**config.mk**
```make
export PLATFORM = sky130hd
export DESIGN_NAME = instruction_fetch
export DESIGN_NICKNAME = d
export VERILOG_FILES = /design/src/rtl/instruction_fetch.sv
export SDC_FILE = /design/constraint.sdc
export NUM_CORES = 1
export LEC_CHECK = 0
export ABC_AREA = 1
export BUFFER_PORTS_ARGS = -buffer_cell sky130_fd_sc_hd__clkbuf_2
export CAP_MARGIN = 40
export CORE_MARGIN = 3
export CORE_UTILIZATION = 40
export DETAILED_ROUTE_END_ITERATION = 16
export GPL_TIMING_DRIVEN = 0
export PLACE_DENSITY_LB_ADDON = 0.1
export SYNTH_ARGS = -nofsm -noshare
export SYNTH_HDL_FRONTEND = slang
export SYNTH_SLANG_ARGS = --single-unit
```
**constraint.sdc**
```tcl
create_clock -name clk -period 5.5 [get_ports clk]
set_input_delay 0.55 -clock clk [delete_from_list [all_inputs] [get_ports clk]]
set_output_delay 0.55 -clock clk [all_outputs]
set_load 0.03 [all_outputs]
```
**src/rtl/instruction_fetch.sv**
```systemverilog
// rtl/instruction_fetch.sv - instruction fetch master with prefetch FIFO, redirect, halt and PC wrap
// Optional feature macro: IFETCH_PERF_CNT_EN (adds saturating fetch/flush counters fetch_cnt_o, flush_cnt_o)
module instruction_fetch #(
    parameter logic [31:0] RESET_PC  = 32'h0000_0000,
    parameter int          BUF_DEPTH = 2
) (
    input  logic        clk,
    input  logic        reset,
    output logic [31:0] pc_o,
    input  logic [31:0] inst_i,
    output logic [31:0] inst_o,
    output logic [31:0] inst_pc_o,
    output logic [31:0] inst_pc8_o,
    output logic        valid_o,
    input  logic        ready_i,
    input  logic        branch_i,
    input  logic [31:0] branch_target_i,
    input  logic        halt_i
`ifdef IFETCH_PERF_CNT_EN
    ,
    output logic [31:0] fetch_cnt_o,
    output logic [15:0] flush_cnt_o
`endif
);

    localparam int PW = (BUF_DEPTH > 1) ? $clog2(BUF_DEPTH) : 1;
    localparam int CW = PW + 1;
    localparam logic [CW:0] DEPTH_W = (CW+1)'(BUF_DEPTH);

    typedef enum logic [1:0] {
        ST_BOOT,
        ST_RUN,
        ST_HALT
    } state_e;

    state_e          state_q, state_d;
    logic [31:0]     pc_q, pc_d;
    logic            inflight_q, inflight_d;
    logic [31:0]     tag_q, tag_d;
    logic [CW-1:0]   count_q, count_d;
    logic [PW-1:0]   rd_ptr_q, rd_ptr_d;
    logic [PW-1:0]   wr_ptr_q, wr_ptr_d;
    logic [31:0]     data_mem_q [BUF_DEPTH];
    logic [31:0]     pc_mem_q   [BUF_DEPTH];

    logic            pop;
    logic            push;
    logic            issue;
    logic [CW:0]     occupancy;

    assign pop       = (count_q != '0) && ready_i;
    assign push      = inflight_q;
    // Slots already promised: buffered words plus the word in flight, minus the one leaving now.
    assign occupancy = {1'b0, count_q} + {{CW{1'b0}}, inflight_q} - {{CW{1'b0}}, pop};
    // A redirect cancels issue that cycle; the fetched word would be discarded anyway.
    assign issue     = (state_q == ST_RUN) && !halt_i && !branch_i && (occupancy < DEPTH_W);

    assign pc_o       = pc_q;
    assign valid_o    = (count_q != '0);
    assign inst_o     = data_mem_q[rd_ptr_q];
    assign inst_pc_o  = pc_mem_q[rd_ptr_q];
    assign inst_pc8_o = pc_mem_q[rd_ptr_q] + 32'd8;

    // Control state register, fetch PC, in-flight tracking and FIFO pointers.
    always_ff @(posedge clk) begin
        if (reset) begin
            state_q    <= ST_BOOT;
            pc_q       <= RESET_PC & 32'hFFFF_FFFC;
            inflight_q <= 1'b0;
            tag_q      <= '0;
            count_q    <= '0;
            rd_ptr_q   <= '0;
            wr_ptr_q   <= '0;
        end else begin
            state_q    <= state_d;
            pc_q       <= pc_d;
            inflight_q <= inflight_d;
            tag_q      <= tag_d;
            count_q    <= count_d;
            rd_ptr_q   <= rd_ptr_d;
            wr_ptr_q   <= wr_ptr_d;
        end
    end

    // Next-state logic: FSM transitions, PC advance/redirect and FIFO bookkeeping.
    always_comb begin
        state_d    = state_q;
        pc_d       = pc_q;
        inflight_d = 1'b0;
        tag_d      = tag_q;
        count_d    = count_q;
        rd_ptr_d   = rd_ptr_q;
        wr_ptr_d   = wr_ptr_q;

        case (state_q)
            ST_BOOT: state_d = ST_RUN;
            ST_RUN:  if (halt_i) state_d = ST_HALT;
            ST_HALT: state_d = ST_HALT;
            default: state_d = ST_BOOT;
        endcase

        if (branch_i) begin
            // Redirect wins over halt and flushes both buffered and in-flight words.
            state_d  = ST_RUN;
            pc_d     = branch_target_i & 32'hFFFF_FFFC;
            count_d  = '0;
            rd_ptr_d = '0;
            wr_ptr_d = '0;
        end else begin
            if (issue) begin
                pc_d       = pc_q + 32'd4;
                inflight_d = 1'b1;
                tag_d      = pc_q;
            end
            if (push) wr_ptr_d = wr_ptr_q + 1'b1;
            if (pop)  rd_ptr_d = rd_ptr_q + 1'b1;
            count_d = count_q + {{PW{1'b0}}, push} - {{PW{1'b0}}, pop};
        end
    end

    // FIFO storage: captures the returned word together with the address it was fetched from.
    always_ff @(posedge clk) begin
        if (reset) begin
            for (int i = 0; i < BUF_DEPTH; i++) begin
                data_mem_q[i] <= '0;
                pc_mem_q[i]   <= '0;
            end
        end else if (push && !branch_i) begin
            data_mem_q[wr_ptr_q] <= inst_i;
            pc_mem_q[wr_ptr_q]   <= tag_q;
        end
    end

`ifdef IFETCH_PERF_CNT_EN
    logic [31:0] fetch_cnt_q;
    logic [15:0] flush_cnt_q;
    logic [16:0] flush_sum;

    assign flush_sum   = {1'b0, flush_cnt_q} + {{(17-CW){1'b0}}, count_q} + {16'd0, inflight_q};
    assign fetch_cnt_o = fetch_cnt_q;
    assign flush_cnt_o = flush_cnt_q;

    // Saturating counters: issued fetches and words discarded by redirects.
    always_ff @(posedge clk) begin
        if (reset) begin
            fetch_cnt_q <= '0;
            flush_cnt_q <= '0;
        end else begin
            if (issue && (fetch_cnt_q != 32'hFFFF_FFFF)) fetch_cnt_q <= fetch_cnt_q + 32'd1;
            if (branch_i) flush_cnt_q <= flush_sum[16] ? 16'hFFFF : flush_sum[15:0];
        end
    end
`endif

endmodule
```
==> impl_metrics.toml, run 1 <==
[clocking]
cts_tree = "done"
cts_setup_buffers = 0
clkTransAtPathRegs_ps = 70
root_buffer = "clkbuf_16"
ctsHoldBuffers = 0
clock_latency_ps = 430
cts_buffers = 17
cts_max_path_buffers = 2
post_cts_resized = 0
htreeDepth = 4
cts.sinks = 192

[setup_path]
cp.arrival_ps = 2800
worstSetupStartpointType = "register"
critPathTopFamily = "buffers and inverters"
max_stage_delay_ps = 460
cp-end-kind = "primary output"
path_buf_inv = 4
cp_data_required_time_ps = 4950
crit_fanout = 10
reg2reg_slack_ps = 2310
critPathSlowestCell = "o21ai_0"
crit_type = "reg -> out"
crit_chain = "buf_4 > o21ai_0 > inv_1 > ha_1 > nand2_1 > nor2_2 > nand2_2 > inv_1 > nand2_1 > xor2_1 > clkbuf_2"

[global_routing]
grt_pass1_vias = 7732
grt_first_pass_wirelength_um = 40400
grt_max_degree = 41
grt.overflow.total = 0
grt_use_total_pct = 19.4
antenna_found_initial = 0

[final_layout]
nets = 1480
drive_gt1_share_pct = 21.2
fillers = 2410
n_antenna_cell = 0
area_growth_pct = 20.4
fin_util_pct = 49.5
multi_input_area_mm2 = 0.00371
fin_area_mm2 = 0.0117
seq_area_mm2 = 0.00508

[route]
drt_iter0_markers = 507
wl_um = 25100
ant_nets = 0
drtPass1Iterations = 6
drc = 0
wl_per_cell_um = 14.5
via_per_inst = 4.64
dr_total_vias = 8042

[logic_synthesis]
avgSynthCellArea_um2 = 8.17
synth-seq-cells = 192
yosys-top-cells-area = "edfxtp_1 (38%), dfxtp_1 (14%), nand2_1 (9.1%), nor2_1 (8.9%), inv_1 (7.2%)"
synth_top_area_share_pct = 38.3
synth_edf_count = 124
synth_ff_type = "edfxtp_1"
async_flop_share_pct = 0
yosysTopAreaCell = "edfxtp_1"
synth_cell_types = 36
ys_seq_area_share_pct = 52.3
synth_common_cells = "nand2_1 (236), nor2_1 (230), inv_1 (186)"
yosysMostFrequentCell = "nand2_1"
synth_cells = 1191
synthesis.area_mm2 = 0.00973
yosysWarnings = 0

[sta]
max_slew_margin_pct = 46.0
setup_viol = 0
final-hold-violation-count = 0
worst_slack_ps = 2150
min_period_ps = 3350
setup_tns_ps = 0
hold_slack_ps = 374
maxSlewViolCount = 0
finalClockSkew_ps = 10.9
fin_crit_sh_pct = 61.0
timing.fmax_mhz = 298
rsz0062_at_grt = "no"
worst_slew_pin_slew_ps = 811

[hold_path]
hp-class = "in -> reg"

[power_and_ir_drop]
p_leak_uw = 0.00515
power.density_mw_per_mm2 = 273
ir_drop_mv = 0.183

[flow_run]
cap_violations = 0

[die]
dieArea_mm2 = 0.0262
fp.coreArea_mm2 = 0.0237
start_util_pct = 41.1
pin_count = 198
die_h_um = 162
chipWidth_um = 162
rows = 56

[placement]
gp_congestion = 0.875
post-place-ws_ps = 2190
dpl.hpwl_um = 19000
dpl-instance-area_mm2 = 0.0111
io_buffers = 187

[outcome]
status = "finished clean"
==> cell type report <==
cell class | count | area share [%]
inverters | 191 | 6.12
well taps | 319 | 3.41
plain buffers | 51 | 2.17
clock buffers | 17 | 3.63
flip-flops and latches | 192 | 43.4
multi-input cells | 762 | 31.7
clock inverters | 14 | 1.25
repair buffers | 189 | 8.33
==> sequential cells by signal (all words and copies together) (netlist names), named ones only <==
signal,flops
inflight_q,1
state_q,2
wr_ptr_q,1
rd_ptr_q,1
tag_q,30
count_q,2
pc_o,30
data_mem_q,64
pc_mem_q,60
==> final timing paths <==
path,start,endpoint,depth (start not counted)
worst max-delay path,register,inst_pc8_o[17],11
worst min-delay path,branch_target_i[6],pc_o[6],3
worst min register to register,rd_ptr_q,rd_ptr_q,1
worst max register to register,count_q[1],pc_o[26],17
==> where the power goes <==
group	total (uW)	internal [uW]	switching (uW)
Sequential	1630	1590	37.9
Combinational	362	106	256
Clock	1210	639	571
==> cells by family (layout without fill, tap and decap cells) <==
group / Yosys count / count (layout) / synth area share, %
AND/OR/NAND/NOR: 568 / 568 / 23.8
buffers and inverters: 242 / 462 / 9.98
flip-flops: 192 / 192 / 52.3
AO/OA/AOI/OAI: 124 / 124 / 6.97
multiplexers: 33 / 33 / 3.82
XOR/XNOR: 24 / 24 / 2.16
adder cells (fa/ha/maj): 7 / 7 / 0.977
other: 1 / 6 / 0.0385
==> layout by cell type (no fill, tap or decap), types with 3 or more instances in the layout <==
cell and count:
nor2_2 6, clkinvlp_4 4, xor2_1 18, clkbuf_16 17, clkbuf_1 29, buf_4 9
conb_1 6, inv_6 5, inv_2 3, xnor2_1 6, inv_8 3, edfxtp_1 124
nor3_1 7, nand3_1 66, ha_1 6, inv_1 186, buf_2 10, o21ai_2 6
clkbuf_2 188, nand4_1 12, a211oi_1 4, nand3b_1 5, o21ai_1 5, nand2_1 234
mux2_2 33, dfxtp_1 68, nand2_2 3, o21ai_0 52, a31oi_1 4, nor2_1 230
a21oi_1 46
==> metrics by stage <==
stage	power, uW	std cells
after floorplan	1890	1196
after global placement	2020	1702
after detailed placement	2020	1704
after CTS	3220	1735
after global routing	3330	1735
final	3200	1735
==> worst reg2reg max path, stage by stage (launching register included) <==
cell and delay, ps:
dfxtp_1 320, inv_1 90, nand2_1 70, nand2_1 50, inv_1 60, ha_1 270
inv_1 40, ha_1 180, fa_1 460, nor2_1 150, nand3_2 250, nand2_2 290
clkinv_1 290, buf_2 290, nand2_1 90, nand3_1 80, nand2_1 60, inv_1 50
==> metal layers <==
layer,global-route usage (%),vias to the layer above,wire length [um]
li1,-,4190,-
met4,4.65,0,219
met5,0,-,0
met2,31.6,219,11600
met3,3.06,20,1290
met1,27.3,3613,12000
(Power assumes the default switching activity.)
==> run 2: changes to the inputs <==
ABC_AREA = 0   (was 1)
clock period = 3 ns   (was 5.5 ns; I/O delays follow)
==> impl_metrics.toml, run 2 <==
[outcome]
status = "finished, violations left"
violations = "negative setup slack"

[power_and_ir_drop]
p_comb_share_pct = 11.9
ir_drop_mv = 0.350
power.density_mw_per_mm2 = 449
intPower_uw = 4240
clkPwrFrac_pct = 36.8
netSwitchingFraction_pct = 27.1
seqPwrFrac_pct = 51.2
p_leak_uw = 0.00518
power_switching_uw = 1580

[logic_synthesis]
async_flop_share_pct = 0
avgSynthCellArea_um2 = 10.7
synth-seq-cells = 192
synthesis.area_mm2 = 0.00925
synth_edf_count = 124
yosysMostFrequentCell = "and2_1"
ys_seq_area_share_pct = 55.0
yosys-top-cells-area = "edfxtp_1 (40%), dfxtp_1 (15%), and2_1 (9.1%), mux2_2 (6.6%), nand2_1 (4.5%)"
synth_common_cells = "and2_1 (134), edfxtp_1 (124), nand2_1 (112)"
yosysWarnings = 0
synth_cell_types = 53
synth_cells = 868
synth_ff_type = "edfxtp_1"
yosysTopAreaCell = "edfxtp_1"
synth_top_area_share_pct = 40.2

[final_layout]
fillers = 2016
fin_util_pct = 57.1
largest_reg_flops = 64
layout_common_cells = "clkbuf_2 (171), and2_1 (130), edfxtp_1 (124), nand2_1 (79), dfxtp_1 (66)"
multi_input_area_mm2 = 0.00481
largestRegisters = "data_mem_q (64), pc_mem_q (60)"
fin_area_mm2 = 0.0130
final_common_cell = "clkbuf_2"
n_antenna_cell = 0
seq_area_mm2 = 0.00509
drive_gt1_share_pct = 43.1
area_growth_pct = 40.1
regMostFlops = "data_mem_q"
stdcell_count = 1428
nets = 1206

[sta]
fin_crit_sh_pct = 103
rsz0062_at_grt = "yes"
worst_slack_ps = -90.4
hold_slack_ps = 88.9
maxSlewViolCount = 0
timing.fmax_mhz = 324
setup_viol = 29
worst_slew_pin_slew_ps = 830
finalClockSkew_ps = 12.3
final-hold-violation-count = 0
max_slew_margin_pct = 44.7
min_period_ps = 3090

[setup_path]
reg2reg_slack_ps = -90
cp_data_required_time_ps = 3330
crit_fanout = 8
worstSetupStartpointType = "register"
crit_type = "reg -> reg"
cp-end-kind = "register"
cp.arrival_ps = 3420

[route]
top_layer_used = "met4"
ant_nets = 0
dr_wl_met2_um = 12100
wl_um = 25900
wl_met1_um = 11700
drt_iter0_markers = 397
drc = 0
dr_total_vias = 7477
drtPass1Iterations = 5
met3_length_um = 1490
wl_per_cell_um = 18.1
via_per_inst = 5.24

[die]
fp.coreArea_mm2 = 0.0227
start_util_pct = 40.7
chipWidth_um = 158
dieArea_mm2 = 0.0250
rows = 55
die_h_um = 158
pin_count = 198

[global_routing]
grt_first_pass_wirelength_um = 39500
antenna_found_initial = 0
grt.overflow.total = 0
grt_pass1_vias = 7212
grt_max_degree = 42
grt_use_total_pct = 20.3

[clocking]
clock_latency_ps = 430
ctsHoldBuffers = 0
cts_tree = "done"
cts_max_path_buffers = 2
cts.sinks = 192
root_buffer = "clkbuf_16"
cts_buffers = 17
clkTransAtPathRegs_ps = 80
htreeDepth = 4

[placement]
gp_congestion = 0.822
dpl-instance-area_mm2 = 0.0110
io_buffers = 189
dpl.hpwl_um = 18300
place_inst = 1354

[flow_run]
cap_violations = 0

[hold_path]
hp-class = "in -> reg"
## run 2: cell types whose count changed after synthesis, sizes merged, moves of 11 or more
cell,delta
o21ai,-47
mux2,+21
xnor2,+13
nor3,+12
nand2,-127
nor2,-217
nand3,-38
and2,+134
nor4,+11
and3,+11
inv,-170
mux2i,+11
## run 2: logic make-up after synthesis
logic type               synth area share [%]
buffers and inverters                    3.50
adder cells (fa/ha/maj)                  1.03
flip-flops                               55.0
AND/OR/NAND/NOR                          22.3
other                                  0.0405
multiplexers                             7.76
AO/OA/AOI/OAI                            7.64
XOR/XNOR                                 2.75
## run 2: per-stage QoR
step           setup TNS [ps]  setup WS (ps)  power (uW)
2_1_floorplan            -506          -43.9        3400
3_3_place_gp          -107870          -1080        3620
3_5_place_dp           -23840           -803        3630
4_1_cts                 -3170           -390        5800
5_1_grt                 -6210           -228        6040
6_report                 -950          -90.4        5820
## run 2: per-layer routing
| metal | GRT usage (%) | up-vias |
|---|---|---|
| met1 | 28.3 | 3569 |
| met3 | 3.75 | 35 |
| li1 | - | 3624 |
| met5 | 0 | - |
| met4 | 6.96 | 0 |
| met2 | 32.1 | 249 |
## run 2: layout make-up
class	instances	share of cell area [%]
buffer	54	3.55
clock buffer	17	3.28
clock inverter	15	0.975
inverter	19	0.589
multi-input combinational	606	37.1
sequential	192	39.3
tap	285	2.75
timing repair buffer	240	12.4
## run 2: power groups by stage
| stage | Clock, uW | Combinational, uW | Sequential, uW |
|---|---|---|---|
| floorplan | 0 | 342 | 3050 |
| global placement | 0 | 583 | 3040 |
| detailed placement | 0 | 601 | 3030 |
| CTS | 2190 | 641 | 2970 |
| global route | 2310 | 743 | 2990 |
| finish | 2140 | 695 | 2980 |
## run 2: worst paths after layout
kind	startpoint	endpoint	cells past startpoint
max	count_q[1]	pc_o[21]	13
max reg2reg	count_q[1]	pc_o[21]	13
min	branch_target_i[28]	pc_o[28]	2
min reg2reg	tag_q[5]	tag_q[5]	2
## run 2: timing repair
| item | CTS | global route |
|---|---|---|
| pin swaps | 26 | 87 |
| resized for setup | 99 | 163 |
| setup endpoints to repair | 83 | 78 |
| setup buffers | 32 | 10 |
| gates cloned | 2 | 4 |
## run 2: critical path, stage by stage, from the launching register on
cell and delay [ps]:
dfxtp_2 340, inv_2 70, nand2_4 40, and2_4 140, ha_4 250, inv_2 40, ha_4 140, fa_1 440
or4b_4 570, or3_4 460, clkbuf_16 180, a41oi_2 150, o21ai_1 90, o311ai_1 70
